<file path="config.mk">
export PLATFORM = sky130hd
export DESIGN_NAME = shift_sequencer
export DESIGN_NICKNAME = d
export VERILOG_FILES = /design/src/rtl/shift_pkg.sv /design/src/rtl/shift_chain.sv /design/src/rtl/shift_sequencer.sv
export SDC_FILE = /design/constraint.sdc
export NUM_CORES = 1
export LEC_CHECK = 0
export ABC_AREA = 1
export BUFFER_PORTS_ARGS = -buffer_cell sky130_fd_sc_hd__buf_2
export CORE_AREA = 2 2 49 51
export DETAILED_ROUTE_END_ITERATION = 7
export DIE_AREA = 0 0 51 53
export GPL_ROUTABILITY_DRIVEN = 0
export SETUP_SLACK_MARGIN = 0.15
export SYNTH_ARGS = -nofsm -noshare
export SYNTH_HDL_FRONTEND = slang
export SYNTH_SLANG_ARGS = --single-unit
</file>
<file path="constraint.sdc">
create_clock -name CLK -period 1.5 [get_ports CLK]
set_clock_uncertainty 0.2 [all_clocks]
set_input_delay 0 -clock CLK [delete_from_list [all_inputs] [get_ports CLK]]
set_output_delay 0 -clock CLK [all_outputs]
set_load 0.02 [all_outputs]
</file>
<file path="src/rtl/shift_pkg.sv">
`default_nettype none
// +----------------------------------------------------------------------+
// | shift_pkg                                                            |
// | Shared state encoding and default chain length for shift_sequencer.  |
// | Revision: 1.0                                                        |
// +----------------------------------------------------------------------+
package shift_pkg;

  localparam int c_default_width = 6;

  typedef enum logic [1:0] {
    S_IDLE  = 2'd0,
    S_SHIFT = 2'd1,
    S_DONE  = 2'd2
  } state_t;

endpackage
`default_nettype wire

</file>
<file path="src/rtl/shift_chain.sv">
`default_nettype none
// +----------------------------------------------------------------------+
// | shift_chain                                                          |
// | WIDTH-bit shift register: parallel load, shift-enable, sync clear.   |
// | Revision: 1.0                                                        |
// +----------------------------------------------------------------------+
module shift_chain
  import shift_pkg::*;
#(
  parameter int WIDTH = c_default_width
) (
  input  logic             CLK,
  input  logic             RST,
  input  logic             LD,
  input  logic             EN,
  input  logic [WIDTH-1:0] D,
  input  logic             SI,
  output logic [WIDTH-1:0] Q
);

  for (genvar i = 0; i < WIDTH; i++) begin : g_bit
    logic w_shift_in;
    logic r_bit;

    if (i == 0) begin : g_lsb
      assign w_shift_in = SI;
    end else begin : g_upper
      assign w_shift_in = Q[i-1];
    end

    // Load takes priority over shift so a new word is never corrupted.
    always_ff @(posedge CLK) begin
      if (RST) begin
        r_bit <= 1'b0;
      end else if (LD) begin
        r_bit <= D[i];
      end else if (EN) begin
        r_bit <= w_shift_in;
      end
    end

    assign Q[i] = r_bit;
  end

endmodule
`default_nettype wire

</file>
<file path="src/rtl/shift_sequencer.sv">
`default_nettype none
// +----------------------------------------------------------------------+
// | shift_sequencer                                                      |
// | Full-duplex serial transfer controller: MSB-first out, capture in.   |
// | Revision: 1.0                                                        |
// +----------------------------------------------------------------------+
module shift_sequencer
  import shift_pkg::*;
#(
  parameter int WIDTH = c_default_width
) (
  input  logic             CLK,
  input  logic             RST,
  input  logic             START,
  input  logic [WIDTH-1:0] DIN,
  input  logic             HOLD,
  input  logic             SI,
  output logic             SO,
  output logic             BUSY,
  output logic             DONE,
  output logic [WIDTH-1:0] Q
);

  localparam int CW = $clog2(WIDTH + 1);
  localparam logic [CW-1:0] c_last = CW'(WIDTH - 1);

  state_t            r_state;
  state_t            w_state_next;
  logic [CW-1:0]     r_count;
  logic [WIDTH-1:0]  r_q;
  logic [WIDTH-1:0]  w_chain;
  logic              w_load;
  logic              w_shift;
  logic              w_last;

  always_ff @(posedge CLK) begin
    if (RST) begin
      r_state <= S_IDLE;
    end else begin
      r_state <= w_state_next;
    end
  end

  always_comb begin
    w_state_next = r_state;
    w_load       = 1'b0;
    w_shift      = 1'b0;
    w_last       = 1'b0;
    BUSY         = 1'b0;
    DONE         = 1'b0;
    case (r_state)
      S_IDLE: begin
        if (START) begin
          w_load       = 1'b1;
          w_state_next = S_SHIFT;
        end
      end
      S_SHIFT: begin
        BUSY = 1'b1;
        if (!HOLD) begin
          w_shift = 1'b1;
          if (r_count == c_last) begin
            w_last       = 1'b1;
            w_state_next = S_DONE;
          end
        end
      end
      S_DONE: begin
        BUSY         = 1'b1;
        DONE         = 1'b1;
        w_state_next = S_IDLE;
      end
      default: w_state_next = S_IDLE;
    endcase
  end

  // Counter parks at its final value rather than wrapping.
  always_ff @(posedge CLK) begin
    if (RST || w_load) begin
      r_count <= '0;
    end else if (w_shift && !w_last) begin
      r_count <= r_count + 1'b1;
    end
  end

  always_ff @(posedge CLK) begin
    if (RST) begin
      r_q <= '0;
    end else if (w_last) begin
      r_q <= {w_chain[WIDTH-2:0], SI};
    end
  end

  shift_chain #(
    .WIDTH (WIDTH)
  ) u_chain (
    .CLK (CLK),
    .RST (RST),
    .LD  (w_load),
    .EN  (w_shift),
    .D   (DIN),
    .SI  (SI),
    .Q   (w_chain)
  );

  assign SO = w_chain[WIDTH-1];
  assign Q  = r_q;

endmodule
`default_nettype wire

</file>
# Yosys cells after proc, flatten, opt, wreduce, memory -nomap -nowiden
# Index checks and enable logic that the tools add are counted.
totals:
  elab_cells: 48
  output_inout_bits: 9
  ff_bits: 17
classes:
  n_mux: 25
  reduce_logical: 7
  eq_ne: 6
  n_addsub: 1
ops:
  columns: ["operator", "n"]
  rows:
  - ["1-bit 2-to-1 mux", 21]
  - ["2-bit 2-to-1 mux", 3]
  - ["2-bit != test (second input constant)", 3]
  - ["2-bit one-hot mux with 2 select lines", 1]
  - ["3-bit by 1-bit adder with 3-bit output (second input constant)", 1]
  - ["3-bit == test (second input constant)", 1]
  - ["3-bit AND reduction", 1]
  - ["2-bit by 1-bit == test with 1-bit output (second input constant)", 1]
  - ["2-bit == test (second input constant)", 1]
  - ["2-bit zero test", 1]
  - ["2-bit nonzero test", 1]
  - ["2-bit OR reduction", 1]
  - ["1-bit logical AND", 1]
  - ["1-bit zero test", 1]
  - ["1-bit logical OR", 1]

# Depth between registers and ports, before layout
depth:
  depth_word: 6
  depth_mapped: 8
  ltp_nobuf: 8

# Hierarchy
# Synthesis repeated with hierarchy kept, for this count alone.
hier_totals:
  hier_cells: 142
  area_unflattened_um2: 949.7
modules_own_cells:
  columns: ["module", "seq_area_each_um2", "area_per_inst_um2", "cells_per_inst", "n_inst"]
  rows:
  - ["shift_sequencer", 220.2, 608.1, 87, 1]
  - ["shift_chain", 120.1, 341.6, 55, 1]

# Least setup slack after synthesis
# Ideal clock, no wire load.
synth_path:
  path_kind: "flip-flop to flip-flop"
  from: "reg r_state[1]"
  to: "reg r_q[0] (netlist: Q[0])"
  setup_ns: 0.137
  arrival_ns: 1.017
  period_less_slack_ns: 1.354
  path_slack_ns: 0.146
  path_stages_with_launch: 8
  path_buffers: 0
  cell_sequence: "dfxtp_1 > inv_1 > ha_1 > nand2_4 > nor2_8 > inv_2 > nand2_1 > a21oi_1"
synth_via:
  elab_chain_cells: 2
synth_rtl:
  columns: ["item", "line", "rtl"]
  rows:
  - ["start, declared", "shift_sequencer.sv:27", "state_t r_state;"]
  - ["start signal, assigned", "shift_sequencer.sv:40", "r_state <= w_state_next;"]
  - ["2-bit by 1-bit == test with 1-bit output", "shift_sequencer.sv:51", "case (r_state)"]
  - ["1-bit 2-to-1 mux", "shift_sequencer.sv:51", null]
  - ["end signal, assigned", "shift_sequencer.sv:90", "r_q <= {w_chain[WIDTH-2:0], SI};"]
  - ["end, declared", "shift_sequencer.sv:30", "logic [WIDTH-1:0] r_q;"]
# No other way between the ends.
# A chain may end at the register's enable or synchronous reset.

# Worst setup path in the final report
layout_path:
  from: "reg r_state[1]"
  to: "reg r_count[1]"
layout_via:
  elab_chain_cells: 4
  elab_cells_between_ends: 8
  classes_between: "1 x eq/ne; 3 x mux; 4 x reduce/logical"
layout_rtl:
  columns: ["item", "line", "rtl"]
  rows:
  - ["2-bit by 1-bit == test with 1-bit output", "shift_sequencer.sv:51", null]
  - ["1-bit 2-to-1 mux", "shift_sequencer.sv:51", null]
  - ["1-bit zero test", "shift_sequencer.sv:81", "end else if (w_shift && !w_last) begin"]
  - ["1-bit logical AND", "shift_sequencer.sv:81", null]
  - ["end signal, assigned", "shift_sequencer.sv:82", "r_count <= r_count + 1'b1;"]
  - ["end, declared", "shift_sequencer.sv:29", "logic [CW-1:0] r_count;"]
# Several ways; a longest one is shown, not always the timed one.

==> out/results.ini <==
[synthesis]
synth_top_area_share_pct=38.91
synthCells=120
ys_seq_area_share_pct=38.91
ys_types=17
yosysWarnings=0
syn-num-nets=137
synth_area_leader_cell=dfxtp_1
synth_area_leaders=dfxtp_1, nand2_1, ha_1
syn_area_um2=874.6
ys_ff_latch=17
syn_avg_cell_area_um2=7.288

[setup_path]
cp_cell_sequence=inv_4 -> ha_4 -> inv_2 -> nor2_2 -> nand2_2 -> inv_2 -> nand2_1 -> a21oi_2
cp-end-kind=register
crit_buf_inv=3
r2r_slack_ps=140
cp.depth=8
crit_family=flip-flops
worstRegToRegCells=8
cpMostUsedCell=inv_2
critPathRequiredTime_ps=1530
slowest_delay_ps=350
slowest_stage=dfxtp_2
endpoint=r_count[1]
worstReg2RegStart=r_state[1]
critPathLaunch=r_state[1]
crit_arrival_ps=1390
critPathKind=reg -> reg
critPathMaxFanout=4
start_kind=register
timing.rr.end=r_count[1]

[detailed_routing]
wire_per_inst_um=11.47
drt_wl_total_um=2087
dr_total_vias=847
vias_per_cell=4.654
ant_nets=0
drt_iter0_drc=9
drc=0
dr.pass1.iters=2

[worst_hold_path]
hold_class=in -> reg
hold_start=START

[layout]
layout_commonest_cell=nand2_1
mostFrequentLayoutCells=nand2_1, buf_2, dfxtp_1, dlygate4sd3_1, nand2_2
nets=172
fillerInstances=213
drive_above_1_share_pct=40.91
finalNonFillerCells=182
area_growth_syn_to_layout_pct=45.49
antenna_cells=0

[floorplanning]
rows=17
ios=20
die_h_um=53
die_area_um2=2703
coreArea_um2=2148
start_util_pct=40.71
die_w_um=51

[global_route]
grt.total_usage_pct=16.34
grt_first_pass_wirelength_um=3229
grt_pass1_vias=735
grt_max_degree=12
antenna_found_initial=0
overflow=0

[pwr]
power.density_nw_per_um2=877.4
power.leakage_nw=0.6006
ir_worst_vdd_mv=0.5305

[timing]
post-route-period-util_pct=90.42
rsz0062_at_grt=true
fmax_mhz=737.3
relSlewSlack_pct=83.55
tightest_slew_ps=246.8
final.min_clock_period_ps=1356
setup_tns_ps=0
setup_viol=0
finalHoldViolCount=0
report.final.slew_viol_count=0

[cts]
cts_max_path_buffers=2
cts_max_level=1
cts_tree=yes
clk_pin_slew_ps=120
numClockSinks=17
clk_latency_ps=310
ctsRootBufferMaster=clkbuf_4
cts_made_buffers=3

[run]
maxCapViolCount=0

[placed_design]
numPortBuffers=19
dpl.cell_count=166
hpwl_um=1334

[status]
outcome=complete, no violations

[stage by stage]
stage	setup WS, ps	cell area (um^2)	hold WS, ps	util, %	total power, mW
5_1_grt	53.66	1272	10.83	59.23	1.178
3_3_place_gp	40.57	1003	88.23	46.71	0.7434
3_5_place_dp	13.57	1003	85.74	46.71	0.7450
6_report	143.7	1272	9.904	59.23	1.117
4_1_cts	148.3	1150	-196.5	53.52	1.063
2_1_floorplan	168.9	877.1	-52.88	-	0.6888
[logic make-up after synthesis]
kind of cell    count (synthesis)  synth area share [%]
simple gates                   66                 34.33
flops                          17                 38.91
compound gates                 16                 10.87
buf+inv                        14                 6.294
fa+ha+maj                       6                 8.583
xor+xnor                        1                 1.002
[area by class of cell]
class                           instances  area (um^2)  share of cell area (%)
Clock buffer                            3        22.52                   1.770
Clock inverter                          1        7.507                  0.5900
Inverter                               13        71.32                   5.605
Multi-Input combinational cell         90        576.8                   45.33
Sequential cell                        17        347.8                   27.34
Tap cell                               28        35.03                   2.753
Timing Repair Buffer                   30        211.5                   16.62
[routing by layer]
| layer | wire length [um] | global-route usage, % | up-vias |
|---|---|---|---|
| met5 | 0 | 0 | - |
| met4 | 16 | 5.405 | 0 |
| met3 | 71 | 5.085 | 2 |
| met2 | 1057 | 28.14 | 17 |
| met1 | 942 | 19.20 | 388 |
| li1 | - | - | 440 |
[worst register-to-register path, cell delays in order (launching register included)]
cell and delay [ps]:
dfxtp_2 350, inv_4 70, ha_4 180, inv_2 40
nor2_2 100, nand2_2 90, inv_2 80, nand2_1 60
a21oi_2 110
[registers in the layout (all words and copies together) (netlist names)]
register and count:
Q 6, r_state 2, r_count 3, u_chain.g_bit.r_bit 6
[power by group]
group | total (mW) | switching (mW) | internal, mW
Combinational | 0.344 | 0.206 | 0.138
Clock | 0.267 | 0.165 | 0.102
Sequential | 0.506 | 0.0273 | 0.478
[what timing repair did]
action | 4_1_cts | 5_1_grt
endpoints found under the setup margin | 18 | 19
setup buffers | 1 | 0
gates cloned | 1 | 0
pin swaps | 4 | 5
endpoints found under the hold margin | 14 | 10
hold buffers | 6 | 4
gates resized for setup | 12 | 26
[cells in the mapped netlist (all sizes together)]
| cell | count |
|---|---|
| a21oi | 13 |
| clkbuf | 1 |
| dfxtp | 17 |
| ha | 6 |
| inv | 13 |
| nand2 | 55 |
| nand3 | 1 |
| nor2 | 10 |
| o21ai | 3 |
| xor2 | 1 |
[how the worst min path moves through the flow]
stage	to	depth (start not counted)
2_1_floorplan	Q[0]	2
3_3_place_gp	Q[0]	3
3_5_place_dp	Q[0]	3
4_1_cts	u_chain.g_bit[2].r_bit	2
5_1_grt	u_chain.g_bit[5].r_bit	5
6_report	u_chain.g_bit[1].r_bit	5
Note: power is estimated with default switching activity, not from simulation.
